==> src/rtl/z88_mem_pkg.sv <==
// rtl/z88_mem_pkg.sv - shared constants, FSM state type and sizing helper for the z88 memory bus
package z88_mem_pkg;

  localparam int DEV_ROM         = 0;
  localparam int DEV_RAM         = 1;
  localparam int CARD_DEV_OFFSET = 1;

  typedef enum logic [1:0] {
    IDLE   = 2'd0,
    SETUP  = 2'd1,
    STROBE = 2'd2,
    DONE   = 2'd3
  } state_e;

  function automatic int dev_width(input int ndev);
    return (ndev > 1) ? $clog2(ndev) : 1;
  endfunction

endpackage

==> src/rtl/z88_mem_bus_if.sv <==
// rtl/z88_mem_bus_if.sv - requester-side handshake and data bundle for the z88 memory bus
interface z88_mem_bus_if #(
  parameter int AW = 22
) ();

  logic          req;
  logic          req_we;
  logic [AW-1:0] req_a;
  logic [7:0]    req_wd;
  logic          busy;
  logic          ack;
  logic [7:0]    rd_data;
  logic          wr_fault;

  modport master (
    output req, req_we, req_a, req_wd,
    input  busy, ack, rd_data, wr_fault
  );

  modport slave (
    input  req, req_we, req_a, req_wd,
    output busy, ack, rd_data, wr_fault
  );

endinterface

==> src/rtl/z88_mem_decode.sv <==
// rtl/z88_mem_decode.sv - combinational banked-address to device index / device address decode
module z88_mem_decode
  import z88_mem_pkg::*;
#(
  parameter int NSLOT = 4,
  parameter int AW    = 22,
  parameter int DAW   = 19,
  parameter int DW    = dev_width(NSLOT + 1)
) (
  input  logic [AW-1:0]  req_a,
  output logic [DW-1:0]  dev,
  output logic [DAW-1:0] dev_a,
  output logic           slot_ok
);

  logic [1:0] w_slot;

  assign w_slot  = req_a[AW-1:AW-2];
  assign slot_ok = int'(w_slot) < NSLOT;

  // Slot 0 is split in half between ROM and RAM; cards follow after those two devices.
  assign dev = (w_slot == 2'd0) ? (req_a[AW-3] ? DW'(DEV_RAM) : DW'(DEV_ROM))
                                : DW'(w_slot) + DW'(CARD_DEV_OFFSET);

  assign dev_a = req_a[DAW-1:0];

endmodule

==> src/rtl/z88_mem_bus.sv <==
// rtl/z88_mem_bus.sv - z88 memory bus controller: decode, wait-state strobe FSM, protection gating
// Optional sticky write-fault capture is enabled by defining Z88_MEM_FAULT_LATCH_EN.
module z88_mem_bus
  import z88_mem_pkg::*;
#(
  parameter  int NSLOT = 4,
  parameter  int AW    = 22,
  parameter  int DAW   = 19,
  parameter  int WS_W  = 3,
  localparam int NDEV  = NSLOT + 1,
  localparam int DW    = dev_width(NDEV)
) (
  input  logic                   mck,
  input  logic                   rin_n,
  z88_mem_bus_if.slave           bus,
  input  logic [NDEV*WS_W-1:0]   ws_cfg,
  input  logic [NDEV-1:0]        wp_mask,
  input  logic [NDEV-1:0]        present,
  output logic [DAW-1:0]         dev_a,
  output logic [7:0]             dev_wd,
  output logic [NDEV-1:0]        dev_ce_n,
  output logic                   dev_oe_n,
  output logic                   dev_we_n,
  input  logic [NDEV*8-1:0]      dev_rd,
  output logic                   fault_valid,
  output logic [AW-1:0]          fault_a,
  input  logic                   fault_clr
);

  state_e          r_state, w_next;
  logic [DW-1:0]   r_dev, w_dev;
  logic [DAW-1:0]  r_dev_a, w_dev_a;
  logic [7:0]      r_wd, r_rd;
  logic            r_we, r_ok;
  logic [WS_W-1:0] r_cnt;
  logic [NDEV-1:0] w_present_eff, w_prot_eff;
  logic            w_slot_ok, w_ok, w_start, w_last, w_wr_fault;

  z88_mem_decode #(
    .NSLOT (NSLOT),
    .AW    (AW),
    .DAW   (DAW),
    .DW    (DW)
  ) u_decode (
    .req_a   (bus.req_a),
    .dev     (w_dev),
    .dev_a   (w_dev_a),
    .slot_ok (w_slot_ok)
  );

  // Internal ROM/RAM are always fitted, and ROM can never be written.
  assign w_present_eff = present | NDEV'(3);
  assign w_prot_eff    = wp_mask | NDEV'(1);
  assign w_ok    = w_slot_ok && w_present_eff[w_dev] && !(bus.req_we && w_prot_eff[w_dev]);
  assign w_start = (r_state == IDLE) && bus.req;
  assign w_last  = (r_state == STROBE) && (r_cnt == '0);

  always_ff @(posedge mck or negedge rin_n) begin
    if (!rin_n) r_state <= IDLE;
    else        r_state <= w_next;
  end

  always_comb begin
    w_next = r_state;
    case (r_state)
      IDLE:    if (bus.req) w_next = SETUP;
      SETUP:   w_next = STROBE;
      STROBE:  if (r_cnt == '0) w_next = DONE;
      DONE:    w_next = IDLE;
      default: w_next = IDLE;
    endcase
  end

  always_ff @(posedge mck or negedge rin_n) begin
    if (!rin_n) begin
      r_dev   <= '0;
      r_dev_a <= '0;
      r_wd    <= '0;
      r_we    <= 1'b0;
      r_ok    <= 1'b0;
      r_cnt   <= '0;
      r_rd    <= 8'hFF;
    end else begin
      if (w_start) begin
        r_dev   <= w_dev;
        r_dev_a <= w_dev_a;
        r_wd    <= bus.req_wd;
        r_we    <= bus.req_we;
        r_ok    <= w_ok;
        r_cnt   <= ws_cfg[int'(w_dev)*WS_W +: WS_W];
      end else if ((r_state == STROBE) && (r_cnt != '0)) begin
        r_cnt <= r_cnt - WS_W'(1);
      end
      if (w_last && !r_we) r_rd <= r_ok ? dev_rd[int'(r_dev)*8 +: 8] : 8'hFF;
    end
  end

  assign w_wr_fault = (r_state == DONE) && r_we && !r_ok;

  always_comb begin
    dev_ce_n     = '1;
    dev_oe_n     = 1'b1;
    dev_we_n     = 1'b1;
    bus.ack      = 1'b0;
    bus.busy     = (r_state != IDLE);
    bus.wr_fault = 1'b0;
    case (r_state)
      SETUP:  if (r_ok) dev_ce_n[r_dev] = 1'b0;
      STROBE: if (r_ok) begin
        dev_ce_n[r_dev] = 1'b0;
        dev_oe_n        = r_we;
        dev_we_n        = !r_we;
      end
      DONE: begin
        bus.ack      = 1'b1;
        bus.wr_fault = w_wr_fault;
      end
      default: ;
    endcase
  end

  assign dev_a       = r_dev_a;
  assign dev_wd      = r_wd;
  assign bus.rd_data = r_rd;

`ifdef Z88_MEM_FAULT_LATCH_EN
  logic [AW-1:0] r_req_a, r_fault_a;
  logic          r_fault_valid;

  // A fault arriving together with a clear is kept: the clear only acknowledges older faults.
  always_ff @(posedge mck or negedge rin_n) begin
    if (!rin_n) begin
      r_req_a       <= '0;
      r_fault_a     <= '0;
      r_fault_valid <= 1'b0;
    end else begin
      if (w_start) r_req_a <= bus.req_a;
      if (w_wr_fault && (!r_fault_valid || fault_clr)) begin
        r_fault_a     <= r_req_a;
        r_fault_valid <= 1'b1;
      end else if (fault_clr) begin
        r_fault_valid <= 1'b0;
      end
    end
  end

  assign fault_valid = r_fault_valid;
  assign fault_a     = r_fault_a;
`else
  logic w_unused_fault_clr;
  assign w_unused_fault_clr = fault_clr;
  assign fault_valid        = 1'b0;
  assign fault_a            = '0;
`endif

endmodule

==> src/flat_wrapper.sv <==
// flat-port wrapper written by rule: the top's interface ports become plain ports
module z88_mem_bus_flat import z88_mem_pkg::*;
#(
  parameter  int NSLOT = 4,
  parameter  int AW    = 22,
  parameter  int DAW   = 19,
  parameter  int WS_W  = 3,
  localparam int NDEV  = NSLOT + 1,
  localparam int DW    = dev_width(NDEV)
)
  (mck, rin_n, ws_cfg, wp_mask, present, dev_a, dev_wd, dev_ce_n, dev_oe_n, dev_we_n, dev_rd, fault_valid, fault_a, fault_clr, bus_req, bus_req_we, bus_req_a, bus_req_wd, bus_busy, bus_ack, bus_rd_data, bus_wr_fault);
  z88_mem_bus_if #(.AW(AW)) bus_i ();
  input  logic mck;
  input  logic rin_n;
  input  logic [NDEV*WS_W-1:0] ws_cfg;
  input  logic [NDEV-1:0] wp_mask;
  input  logic [NDEV-1:0] present;
  output logic [DAW-1:0] dev_a;
  output logic [7:0] dev_wd;
  output logic [NDEV-1:0] dev_ce_n;
  output logic dev_oe_n;
  output logic dev_we_n;
  input  logic [NDEV*8-1:0] dev_rd;
  output logic fault_valid;
  output logic [AW-1:0] fault_a;
  input  logic fault_clr;
  input wire logic [$bits(bus_i.req)-1:0] bus_req;
  input wire logic [$bits(bus_i.req_we)-1:0] bus_req_we;
  input wire logic [$bits(bus_i.req_a)-1:0] bus_req_a;
  input wire logic [$bits(bus_i.req_wd)-1:0] bus_req_wd;
  output wire logic [$bits(bus_i.busy)-1:0] bus_busy;
  output wire logic [$bits(bus_i.ack)-1:0] bus_ack;
  output wire logic [$bits(bus_i.rd_data)-1:0] bus_rd_data;
  output wire logic [$bits(bus_i.wr_fault)-1:0] bus_wr_fault;
  assign bus_i.req = bus_req;
  assign bus_i.req_we = bus_req_we;
  assign bus_i.req_a = bus_req_a;
  assign bus_i.req_wd = bus_req_wd;
  assign bus_busy = bus_i.busy;
  assign bus_ack = bus_i.ack;
  assign bus_rd_data = bus_i.rd_data;
  assign bus_wr_fault = bus_i.wr_fault;
  z88_mem_bus #(.NSLOT(NSLOT), .AW(AW), .DAW(DAW), .WS_W(WS_W)) u_core (.mck(mck), .rin_n(rin_n), .bus(bus_i), .ws_cfg(ws_cfg), .wp_mask(wp_mask), .present(present), .dev_a(dev_a), .dev_wd(dev_wd), .dev_ce_n(dev_ce_n), .dev_oe_n(dev_oe_n), .dev_we_n(dev_we_n), .dev_rd(dev_rd), .fault_valid(fault_valid), .fault_a(fault_a), .fault_clr(fault_clr));
endmodule
==> config.mk <==
export PLATFORM = sky130hd
export DESIGN_NAME = z88_mem_bus_flat
export DESIGN_NICKNAME = d
export VERILOG_FILES = /design/src/rtl/z88_mem_pkg.sv /design/src/rtl/z88_mem_bus_if.sv /design/src/rtl/z88_mem_decode.sv /design/src/rtl/z88_mem_bus.sv /design/src/flat_wrapper.sv
export SDC_FILE = /design/constraint.sdc
export NUM_CORES = 1
export LEC_CHECK = 0
export ABC_AREA = 1
export CORE_MARGIN = 1
export CORE_UTILIZATION = 35
export DETAILED_ROUTE_END_ITERATION = 10
export PLACE_DENSITY = 0.76
export SETUP_SLACK_MARGIN = 0.5
export SLEW_MARGIN = 20
export SYNTH_ARGS = -nofsm -noshare
export SYNTH_HDL_FRONTEND = slang
export SYNTH_SLANG_ARGS = --single-unit
==> constraint.sdc <==
create_clock -name mck -period 2.5 [get_ports mck]
set_input_delay 0.375 -clock mck [delete_from_list [all_inputs] [get_ports mck]]
set_output_delay 0.375 -clock mck [all_outputs]
set_load 0.02 [all_outputs]
==> results.sh <==
export IMPL_wirelength_mm=7.54
export IMPL_holdWs_ns=0.218
export IMPL_cap_viol_max_count=0
export IMPL_pwr_share_comb=0.579
export IMPL_nets=630
export IMPL_hpwl_mm=5.72
export IMPL_grt_pass1_wl_mm=12.7
export IMPL_seqCellArea_mm2=0.00114
export IMPL_slew_viol_final=0
export IMPL_synthSimpleGateAreaFrac=0.308
export IMPL_seq_area_frac_synth=0.414
export IMPL_critical_path_class="reg -> out"
export IMPL_synth_seq_cells=45
export IMPL_use_met1=0.236
export IMPL_grt_max_degree=44
export IMPL_htreeDepth=2
export IMPL_initial_core_util=0.370
export IMPL_rows=31
export IMPL_fin_tns_setup_ns=0
export IMPL_layout_commonest_cell="clkdlybuf4s50_1"
export IMPL_fillers=701
export IMPL_status="completed"
export IMPL_grt_busiest_layer="met2"
export IMPL_peakVddDrop_v=0.000539
export IMPL_synth_cells=378
export IMPL_grt_usage=0.187
export IMPL_drive_above_1_share=0.0899
export IMPL_vias=2809
export IMPL_grt_pass1_vias=2711
export IMPL_p_sw_frac=0.437
export IMPL_areaGrowthSynthToFinish_pct=55.0
export IMPL_hold_class="in -> async"
export IMPL_synth_compound_area_frac=0.101
export IMPL_skew_ns=0.00975
export IMPL_critPathRequiredTime_ns=2.12
export IMPL_worstPathArrival_ns=1.58
export IMPL_power_density_mw_per_mm2=1010
export IMPL_ios=168
export IMPL_die_height_um=90.5
export IMPL_dpl_cell_area_mm2=0.00415
export IMPL_ys_warn_count=0
export IMPL_antenna_left=0
export IMPL_p_sw_mw=1.88
export IMPL_syn_area_per_cell_um2=7.26
export IMPL_first_pass_iters=5
export IMPL_synthAdderAreaFrac=0.0365
export IMPL_start_kind="flop"
export IMPL_p_total_mw=4.30
export IMPL_clkPwrFrac=0.105
export IMPL_cts_tree="yes"
export IMPL_slew_headroom=0.370
export IMPL_multiInputGateArea_mm2=0.00133
export IMPL_cts_sinks=45
export IMPL_rsz0062_at_grt="true"
export IMPL_post_route_min_period_ns=1.96
export IMPL_clk_pin_slew_ns=0.09
export IMPL_wl_per_cell_um=12.1
export IMPL_viasPerCell=4.52
export IMPL_routabilityCongestion=0.808
export IMPL_worst_slew_pin_slew_ns=0.945
export IMPL_stdcell_area_mm2=0.00425
export IMPL_pwr_share_seq=0.316
export IMPL_max_clock_freq_mhz=511
export IMPL_crit_fanout=4
export IMPL_fin_crit_sh=0.782
export IMPL_cts_buffers=5
export IMPL_cts_path_max_buffers=2
export IMPL_synth_top_family_by_area="simple AND/OR/NAND/NOR gates"
export IMPL_core_mm2=0.00741
export IMPL_synthXorXnorAreaFrac=0
export IMPL_end_kind="output port"
export IMPL_use_met3=0.0429
export IMPL_overflow=0
export IMPL_place_inst=612
export IMPL_reg2reg_depth=7
export IMPL_synth_area_mux_share=0
export IMPL_setup_viol=0
export IMPL_final_cell_mix="clkdlybuf4s50_1 (130), nand2_1 (127), nor2_1 (48)"
export IMPL_antenna_found_initial=0
export IMPL_netlist_area_mm2=0.00274
export IMPL_layout_cells_non_filler=622
export IMPL_hold_viol=0
export IMPL_die_w_um=90.5
export IMPL_yosysUniqueCellTypes=29
export IMPL_root_buffer="clkbuf_8"
export IMPL_portBuffers=140
export IMPL_drt_initial_drc_count=93
export IMPL_intPower_mw=2.42
export IMPL_met2_usage=0.330
export IMPL_clkLatencyLatePin_ns=0.30
export IMPL_die_area_mm2=0.00819
export IMPL_p_leak_nw=1.99
export IMPL_drc_errors=0
export IMPL_num_antenna_cells=0
==> layout make-up <==
| cell class | count | share of cell area |
|---|---|---|
| clock inverters | 3 | 0.00530 |
| flip-flops and latches | 45 | 0.267 |
| repair buffers | 150 | 0.340 |
| well taps | 99 | 0.0291 |
| multi-input cells | 288 | 0.314 |
| inverters | 32 | 0.0283 |
| clock buffers | 5 | 0.0162 |
==> Yosys cell counts <==
library cell  number  area, um2
dfrtp_1           37        926
conb_1             1       3.75
nand3_1           17       85.1
o211ai_1           5       37.5
o21ai_0           26        130
o211ai_2           1       12.5
a21boi_1           1       7.51
inv_1             28        105
buf_2              4       20.0
o21ai_1           10       50.1
dfstp_2            8        210
clkbuf_1           2       7.51
a21oi_1            8       40.0
inv_2              4       15.0
buf_8              1       15.0
or2_2              1       6.26
nor2_4             2       22.5
nand3b_1           1       7.51
nor2_1            48        180
and3_1             1       6.26
nor3_1             5       25.0
nand2_1          127        477
buf_1              1       3.75
nand2_2            2       12.5
ha_1               8        100
nor3_4             1       16.3
buf_6              3       33.8
nor2_2             1       6.26
buf_4             24        180
==> routing by layer <==
metal  share of wire  vias to the layer above  wire [um]
met5               0                        -          0
met4          0.0042                        0         32
met3           0.071                        4        539
met2            0.50                      121       3760
met1            0.43                     1264       3210
li1                -                     1420          -
==> sequential cells by signal, indices dropped and copies added, names as in the netlist <==
| register | flops |
|---|---|
| u_core.dev_a | 19 |
| u_core.r_ok | 1 |
| u_core.dev_wd | 8 |
| u_core.bus.rd_data | 8 |
| u_core.r_dev | 3 |
| u_core.r_cnt | 3 |
| u_core.r_we | 1 |
| u_core.r_state | 2 |
==> metrics by stage <==
stage | utilization | setup WS (ns)
6_report | 0.574 | 0.545
5_1_grt | 0.574 | 0.444
4_1_cts | 0.571 | 0.432
3_5_place_dp | 0.560 | 0.397
3_3_place_gp | 0.560 | 0.463
2_1_floorplan | - | 1.03
==> path summary, 6_finish.rpt <==
check	start	endpoint	slack [ns]
max in group asynchronous	rin_n	u_core.bus.rd_data[3]	1.56
worst min-delay path	rin_n	u_core.dev_a[10]	0.22
worst max-delay path	u_core.r_state[1]	bus_ack	0.54
min in group mck	u_core.dev_a[3]	u_core.dev_a[3]	0.49
worst max register to register	u_core.r_state[0]	u_core.bus.rd_data[4]	0.81
worst min register to register	u_core.dev_a[3]	u_core.dev_a[3]	0.49
==> power by group through the flow <==
stage          clock [mW]  combinational, mW  sequential, mW
2_1_floorplan           0               1.14            1.67
3_3_place_gp            0               2.40            1.35
3_5_place_dp            0               2.46            1.37
4_1_cts             0.466               2.45            1.36
5_1_grt             0.491               2.73            1.41
6_report            0.450               2.49            1.36
==> critical path: stages (launching register included) <==
cell	delay [ns]
dfrtp_1	0.41
buf_4	0.13
ha_1	0.15
clkdlybuf4s50_1	0.60
==> cell families (layout without fill, tap and decap cells) <==
| group | after synthesis | after routing |
|---|---|---|
| buffers and inverters | 67 | 190 |
| adder cells (fa/ha/maj) | 8 | 8 |
| other | 1 | 23 |
| AO/OA/AOI/OAI | 51 | 51 |
| AND/OR/NAND/NOR | 206 | 206 |
| flip-flops | 45 | 45 |
==> what timing repair did <==
| action | 4_1_cts | 5_1_grt |
|---|---|---|
| buffers inserted | 0 | 2 |
| hold endpoints to repair | 0 | 0 |
| pin swaps | 0 | 1 |
| hold buffers | 0 | 0 |
| resized for setup | 20 | 4 |
| endpoints found under the setup margin | 9 | 4 |
(Power assumes the default switching activity.)
==> patch: new RTL, same flow settings <==
`WS_W` is set to 3 in 2 places; all go to 6.
--- a/src/rtl/z88_mem_bus.sv
+++ b/src/rtl/z88_mem_bus.sv
@@ -6,7 +6,7 @@
   parameter  int NSLOT = 4,
   parameter  int AW    = 22,
   parameter  int DAW   = 19,
-  parameter  int WS_W  = 3,
+  parameter  int WS_W  = 6,
   localparam int NDEV  = NSLOT + 1,
   localparam int DW    = dev_width(NDEV)
 ) (
--- a/src/flat_wrapper.sv
+++ b/src/flat_wrapper.sv
@@ -4,7 +4,7 @@
   parameter  int NSLOT = 4,
   parameter  int AW    = 22,
   parameter  int DAW   = 19,
-  parameter  int WS_W  = 3,
+  parameter  int WS_W  = 6,
   localparam int NDEV  = NSLOT + 1,
   localparam int DW    = dev_width(NDEV)
 )
Interface: changed (resized ws_cfg); port bits go from 168 to 183. The function was not compared with the original's and may differ.
==> patch against the original RTL <==
  * Maximum frequency grew 1.5%
  * Critical path depth grew 3
  * Sequential power grew 7%
  * Total power grew 8.0%
  * Design area grew 13%
  * Synthesized area grew 12%
  * Wire length grew 19%
  * Final cell count grew 13%
  * Via count grew 17%
  * Sequential cell count grew 3
  * Hold slack lost 21 ps
  * Setup slack gained 30 ps
  * Clock skew shrank 4.0 ps
  * Largest cell class unchanged
  * Largest power group unchanged
==> patch: results (changes against the original RTL) <==
| Metric | Value |
|---|---|
| Worst setup path endpoint | `dev_ce_n[0] (was bus_ack)` |
| Vias in the first global route | `3047 (was 2711)` |
| Seq/Total Area, Yosys | `0.394 (was 0.414)` |
| Worst-case vdd ir drop | `0.558 mV (was 0.539 mV)` |
| Status | `finished, final reports clean (unchanged)` |
| Invs w/o clock | `41 (was 32)` |
| Drt first pass iters | `4 (was 5)` |
| CP max stage cell | `dfrtp_1 (was clkdlybuf4s50_1)` |
| Bufs w/o clock | `164 (was 150)` |
| Distinct cells, synth | `27 (was 29)` |
| Synth area leaders | `dfrtp_1 (33%), nand2_1 (23%), dfstp_2 (6.8%) (was dfrtp_1 (34%), nand2_1 (17%), dfstp_2 (7.7%))` |
| Flop pwr share | `0.312 (was 0.316)` |
| Clock sink total | `48 (was 45)` |
| HPWL Detailed | `7.00 mm (was 5.72 mm)` |
| Place WS | `344 ps (was 397 ps)` |
| Total wire length | `8.96 mm (was 7.54 mm)` |
| Slowest stage delay, CP | `420 ps (was 600 ps)` |
| 1st-iter DRT viols | `117 (was 93)` |
| First-pass GRT wire length | `13.6 mm (was 12.7 mm)` |
| Vias post-DR | `3288 (was 2809)` |
| WL/cell | `12.7 microns (was 12.1 microns)` |
| Clock buffers | `6 (was 5)` |
| GRT Resource Usage Total | `0.188 (was 0.187)` |
| Tot Pwr | `4.64 mW (was 4.30 mW)` |
| Port Buffer Count | `155 (was 140)` |
| Multi-input gates | `338 (was 288)` |
| Adder-Cell Fraction of Synth Area | `0.0285 (was 0.0365)` |
| Synth top cells by count | `nand2_1 (189), dfrtp_1 (40), inv_1 (34) (was nand2_1 (127), nor2_1 (48), dfrtp_1 (37))` |
| Synth Area in Compound Gates | `0.104 (was 0.101)` |
| Pin count of the biggest net entering global routing | `42 (was 44)` |
| Xor/xnor share of the synthesized area | `0.00569 (was 0)` |
| Worst path top cell family by delay | `flip-flops (was buffers and inverters)` |
| Share of cells above drive strength 1 | `0.0885 (was 0.0899)` |
| Gpl congestion | `0.756 (was 0.808)` |
| Normalized max-slew margin | `0.398 (was 0.370)` |
| Area after DPL | `0.00465 sq mm (was 0.00415 sq mm)` |
| R2r endpoint | `u_core.r_cnt[5] (was u_core.bus.rd_data[4])` |
| Fill cell count | `764 (was 701)` |
| Inst Count DP | `695 (was 612)` |
| Die W | `95.8 microns (was 90.5 microns)` |
| Final net count | `720 (was 630)` |
| Clk cell area share | `0.0201 (was 0.0215)` |
| Avg Synthesized Cell Area | `6.95 sq um (was 7.26 sq um)` |
| Clk network pwr share | `0.107 (was 0.105)` |
| Worst reg2reg setup slack | `790 ps (was 810 ps)` |
| Antenna diodes | `0 (unchanged)` |
| Worst hold margin | `197 ps (was 218 ps)` |
| Worst R2R Start | `u_core.r_cnt[0] (was u_core.r_state[0])` |
| Multi-input combinational area share | `0.332 (was 0.314)` |
| Pint | `2.57 mW (was 2.42 mW)` |
| Clock Skew | `5.75 ps (was 9.75 ps)` |
| Reg2Reg Depth | `9 (was 7)` |
## patch: cell count changes in the layout (fill, tap and decap cells not counted), moves of 7 or more
cell,unedited run,this run
nand2_1,127,188
nor2_1,48,21
o21ai_0,26,7
clkdlybuf4s50_1,130,144
o211ai_1,5,16
o21ai_1,10,21
nand3_1,17,24
nand4_1,0,7
## patch: metal layers
layer	track usage	part of all wire
met1	0.201	0.40
met2	0.371	0.51
met5	0	0
met3	0.0442	0.077
met4	0.0373	0.0099
## patch: timing repair
| action | in CTS | in global routing |
|---|---|---|
| endpoints found under the setup margin | 9 | 12 |
| pin swaps | 1 | 2 |
| buffers inserted | 0 | 1 |
| gates resized for setup | 18 | 16 |
| cloned | 0 | 0 |
## patch: worst register-to-register path: cells and delay by family (launching register included)
kind | cells | cell delay, ps
AND/OR/NAND/NOR | 5 | 770
buffers and inverters | 3 | 260
adder cells (fa/ha/maj) | 1 | 180
flip-flops | 1 | 420
